### config.mk
export PLATFORM = sky130hd
export DESIGN_NAME = bus_dma_master
export DESIGN_NICKNAME = d
export VERILOG_FILES = /design/src/rtl/bus_dma_master.sv
export SDC_FILE = /design/constraint.sdc
export NUM_CORES = 1
export LEC_CHECK = 0
export BUFFER_PORTS_ARGS = -buffer_cell sky130_fd_sc_hd__buf_2
export CELL_PAD_IN_SITES_DETAIL_PLACEMENT = 1
export CELL_PAD_IN_SITES_GLOBAL_PLACEMENT = 1
export CORE_MARGIN = 10
export CORE_UTILIZATION = 42
export DETAILED_ROUTE_END_ITERATION = 10
export GPL_TIMING_DRIVEN = 0
export PLACE_DENSITY = 0.95
export SLEW_MARGIN = 20
export SYNTH_ARGS = -nofsm -noshare
export SYNTH_HDL_FRONTEND = slang
export SYNTH_SLANG_ARGS = --single-unit
### constraint.sdc
create_clock -name clk -period 5.68 [get_ports clk]
set_input_delay 1.42 -clock clk [delete_from_list [all_inputs] [get_ports clk]]
set_output_delay 1.42 -clock clk [all_outputs]
set_load 0.02 [all_outputs]
### src/rtl/bus_dma_master.sv
// bus_dma_master: bus initiator that copies LEN 32-bit words from src to dst over the shared system bus.
// Latency: 1 (REQ) + 2 cycles/word + 1 (FIN) after start under continuous grant; a fill word takes 1 cycle.
// Backpressure: bus_gnt low parks the FSM in REQ; a buffered copy word waits in WR until grant returns.
// Optional feature macro: DMA_FILL_EN (adds fill/fill_data inputs; fill=1 writes fill_data, skipping reads).
// Ports: clk/rst_n (async active-low); start/src_addr/dst_addr/len request; busy/done status;
//        bus_req/bus_gnt arbitration; write/writedata/address/readdata system bus pins.
module bus_dma_master #(
  parameter int ADDR_W = 32,
  parameter int DATA_W = 32,
  parameter int LEN_W  = 16
) (
  input  logic              clk,
  input  logic              rst_n,
  input  logic              start,
  input  logic [ADDR_W-1:0] src_addr,
  input  logic [ADDR_W-1:0] dst_addr,
  input  logic [LEN_W-1:0]  len,
`ifdef DMA_FILL_EN
  input  logic              fill,
  input  logic [DATA_W-1:0] fill_data,
`endif
  output logic              busy,
  output logic              done,
  output logic              bus_req,
  input  logic              bus_gnt,
  output logic              write,
  output logic [DATA_W-1:0] writedata,
  output logic [ADDR_W-1:0] address,
  input  logic [DATA_W-1:0] readdata
);

  typedef enum logic [2:0] {IDLE, REQ, RD, WR, FIN} state_t;

  state_t            state, state_nxt;
  logic [ADDR_W-1:0] src, dst;
  logic [LEN_W-1:0]  count;
  logic [DATA_W-1:0] data_buf;
  logic              fill_mode;
  logic [DATA_W-1:0] wr_word;

`ifdef DMA_FILL_EN
  logic              fill_q;
  logic [DATA_W-1:0] fill_dat_q;

  always_ff @(posedge clk or negedge rst_n) begin
    if (!rst_n) begin
      fill_q     <= 1'b0;
      fill_dat_q <= '0;
    end else if (state == IDLE && start) begin
      fill_q     <= fill;
      fill_dat_q <= fill_data;
    end
  end

  assign fill_mode = fill_q;
  assign wr_word   = fill_q ? fill_dat_q : data_buf;
`else
  assign fill_mode = 1'b0;
  assign wr_word   = data_buf;
`endif

  // Next state and all outputs; bus pins are only driven while the grant is held.
  always_comb begin
    state_nxt = state;
    busy      = (state != IDLE);
    done      = (state == FIN);
    bus_req   = (state == REQ) || (state == RD) || (state == WR);
    write     = 1'b0;
    address   = '0;
    writedata = '0;
    unique case (state)
      IDLE: begin
        if (start) state_nxt = (len == '0) ? FIN : REQ;
      end
      REQ: begin
        if (bus_gnt) state_nxt = fill_mode ? WR : RD;
      end
      RD: begin
        // Grant lost on entry to RD: no read is issued, go back and wait.
        if (bus_gnt) begin
          address   = src;
          state_nxt = WR;
        end else begin
          state_nxt = REQ;
        end
      end
      WR: begin
        if (bus_gnt) begin
          address   = dst;
          write     = 1'b1;
          writedata = wr_word;
          if (count == LEN_W'(1)) state_nxt = FIN;
          else                    state_nxt = fill_mode ? WR : RD;
        end else if (fill_mode) begin
          // Nothing is in flight for a fill word, so it is safe to park in REQ.
          // A copy word sits in data_buf and must stay in WR so it is never split.
          state_nxt = REQ;
        end
      end
      FIN: begin
        state_nxt = IDLE;
      end
      default: begin
        state_nxt = IDLE;
      end
    endcase
  end

  always_ff @(posedge clk or negedge rst_n) begin
    if (!rst_n) begin
      state    <= IDLE;
      src      <= '0;
      dst      <= '0;
      count    <= '0;
      data_buf <= '0;
    end else begin
      state <= state_nxt;
      if (state == IDLE && start) begin
        src   <= src_addr;
        dst   <= dst_addr;
        count <= len;
      end
      if (state == RD && bus_gnt) begin
        data_buf <= readdata;
        src      <= src + ADDR_W'(4);  // wraps modulo 2^ADDR_W
      end
      if (state == WR && bus_gnt) begin
        dst   <= dst + ADDR_W'(4);
        count <= count - LEN_W'(1);
      end
    end
  end

endmodule
==> impl_metrics.yaml <==
logic_synthesis:
  ys_types: 58
  synth.ff_latch_count: 115
  synthSimpleGateAreaFrac: 0.311
  synth_top_family_by_area: "simple AND/OR/NAND/NOR gates"
  syn-cell-area_um2: 6620
  syn-instance-count: 789
  async_flop_share: 1.00
  synth_flop_cell: "sky130_fd_sc_hd__dfrtp_1"
  number_of_synthesized_flops_with_an_enable_pin: 0
  compound_gate_fraction_of_synth_area: 0.187
  synthXorXnorAreaFrac: 0.00661
  synth-adder-area-share: 0.00756
  yosys_warnings: 0
  synthesis.nets: 909
  synth_mux_area_frac: 0.0140
  ys_seq_area_frac: 0.435
  synth.avg_cell_area_um2: 8.39
placed_design:
  place_hpwl_um: 20400
  place.gp.congestion: 0.921
  i_o_buffers: 183
  dpl.cell_count: 1184
  dp_slack_ns: 0.811
cells_and_area:
  area.growth.synth_to_final_pct: 28.5
  nets: 1112
  num-fill-cells: 1898
  layout.cells.non_filler: 1220
  layout.core_utilization: 0.556
  layout.area.seq_um2: 2880
  ratio_of_cells_with_drive_above_1_in_the_final_layout: 0.257
  multi_input_area_um2: 3480
sta:
  period_needed_ns: 5.08
  slew_headroom: 0.317
  clock.fmax_ghz: 0.197
  timing.final.setup_violations: 0
  fin_crit_sh: 0.894
  worst_clock_skew_ns: 0.00931
  grt_setup_unrepaired: "false"
  aggregate_negative_setup_slack_ns: 0
  whs_ns: 0.461
  layout_setup_ws_ns: 0.602
  drv_slew: 0
  timing_hold_violations_final: 0
  worst_pin_slew_ns: 1.02
clocking:
  cts.reportedPaths.clkPinSlew_ns: 0.05
  cts_tree: "done"
  cts-buffers-inserted: 17
  cts_hold_repair.buffers: 0
  clock-sinks: 115
  max-clock-path-buffers: 2
  ctsHtreeMaxLevel: 4
  setup_repair_bufs_after_cts: 0
  number_of_cells_upsized_or_downsized_after_cts: 0
  clk_root_buffer_cell: "sky130_fd_sc_hd__clkbuf_16"
  clkLatencyLatePin_ns: 0.45
floorplan:
  rows: 45
  floorplan.core_area_um2: 15300
  die_width_um: 146
  num_io_pins: 184
  design.die.area_um2: 21200
  die_y_um: 146
  initial_core_util: 0.432
route:
  wire_per_inst_um: 25.6
  dr_iter_0_viols: 1086
  drc: 0
  totalWireLength_um: 31200
  drt_first_pass_iters: 5
  drt-vias-per-instance: 6.48
  ant_nets: 0
  vias: 7908
critical_path:
  reg2reg_to: "data_buf[12]"
  most_frequent_cell_on_the_critical_path: "sky130_fd_sc_hd__buf_2"
  ff2ff_setup_slack_ns: 3.05
  setup.worst_path.start: "bus_gnt"
  worstSetupPathType: "in2out"
  crit_arrival_ns: 3.66
  critical_path_required_ns: 4.26
  crit_slowest_cell: "sky130_fd_sc_hd__clkbuf_1"
  timing.rr.start: "state[1]"
  worst-path-buf-inv: 5
  worstRegToRegCells: 8
  critPathLaunchType: "primary input"
  worst-path-max-fanout: 10
  critical-path-top-delay-family: "buffers and inverters"
  endpoint_kind: "output port"
  slowest_delay_ns: 0.64
  worstPathCellList: "buf_2 > nand4b_1 > buf_2 > clkbuf_1 > clkbuf_1 > o21ai_0 > buf_2"
  timing.critical_path.depth: 7
  worstSetupEndpoint: "address[23]"
global_route:
  number_of_global_route_vias_before_repair: 8377
  total_congestion_overflow_after_global_routing: 0
  globalRouteTotalUtil: 0.281
  grt_pass1_wl_um: 47200
  initial_antenna_violation_count: 4
  grt_max_degree: 73
outcome:
  run_status: "completed"
power_and_ir_drop:
  ir_worst_vdd_uv: 311
  p_leak_uw: 0.00409
  total_power_divided_by_cell_area_nw_per_um2: 522
min_path:
  worstHoldPathType: "reg2reg"
  hp-start: "data_buf[24]"
job:
  drv_cap: 0
-- cells in the final DEF (no fill, tap or decap), drive strengths merged, types with 5 or more instances in the layout --
cell and count:
buf 209, dfrtp 115, o21ai 36, o211ai 19, o311ai 28, a21oi 19, nor3 11, mux2i 7
a221o 13, nand2b 5, a22oi 7, a22o 15, nand2 234, a21o 5, inv 15, bufinv 6
a31oi 8, and2 34, nor4 24, or4 8, clkbuf 44, nor2 28, nand4 15, clkinv 5
nand3 47
-- worst register-to-register path, delay by kind of cell (launching register included) --
family,cells,cell delay [ns]
flip-flops,1,0.35
AND/OR/NAND/NOR,4,0.54
buffers and inverters,4,1.67
-- cell usage after synthesis, drive strengths merged, types with 3 or more instances --
library cell	number	area, µm²
nand4	15	113
nor3	11	60.1
clkbuf	23	86.3
inv	15	56.3
a22o	15	131
o21ai	36	180
and3	3	18.8
o311ai	28	253
nand2b	5	31.3
and2	34	213
a221oi	3	26.3
buf	25	120
xor2	3	26.3
nand4b	4	35.0
o211ai	19	143
dfrtp	115	2880
ha	4	50.1
a21o	5	37.5
a221o	13	130
nand2	234	878
nor4	24	196
or4	8	67.6
mux2i	7	70.1
a31oi	8	50.1
or3	4	25.0
a21oi	19	95.1
nand3	47	245
a22oi	7	52.6
nor2	28	113
-- logic make-up (layout without fill, tap and decap cells) --
kind of cell / Yosys count / count (layout)
muxes: 9 / 9
other: 0 / 4
buffers and inverters: 63 / 279
DFF: 115 / 115
xor gates and xnor gates: 5 / 5
adders and majority gates: 4 / 4
and+or+nand+nor: 424 / 424
AOI/OAI and AO/OA: 169 / 169
-- where the power goes --
group / switching (µW) / internal [µW] / total, µW
sequential: 458 / 1190 / 1650
combinational: 1010 / 535 / 1540
clock: 413 / 841 / 1250
-- registers in the layout, indices dropped and copies added (netlist names) --
name / flops
count: 16
data_buf: 32
dst: 32
src: 32
state: 3
-- how the worst min path moves through the flow --
stage	endpoint	slack [ns]	cells past startpoint
2_1_floorplan	data_buf[0]	0.44	2
3_3_place_gp	data_buf[10]	0.45	2
3_5_place_dp	data_buf[26]	0.45	2
4_1_cts	data_buf[20]	0.47	2
5_1_grt	data_buf[24]	0.49	2
6_report	data_buf[24]	0.46	2
-- final cells by class --
cell class                      count  share of cell area
Sequential cell                   115               0.338
Inverter                           15             0.00661
Buffer                             48              0.0243
Tap cell                          211              0.0310
Timing Repair Buffer              184               0.112
Multi-Input combinational cell    611               0.409
Clock inverter                     11              0.0241
Clock buffer                       21              0.0541
Antenna cell                        4             0.00118
-- through the flow --
stage | area (µm²) | total power, µW
floorplan | 6620 | 2440
detailed placement | 7840 | 3040
finish | 8510 | 4440
global placement | 7800 | 2930
global route | 8510 | 4640
CTS | 8500 | 4370
-- metal layers --
layer,share of wire,vias up,wire length [µm],track usage
met3,0.10,169,3170,0.0699
met4,0.062,0,1930,0.172
met1,0.37,3827,11500,0.332
met2,0.47,638,14600,0.450
li1,-,3274,-,-
met5,0,-,0,0
(Power assumes the default switching activity.)
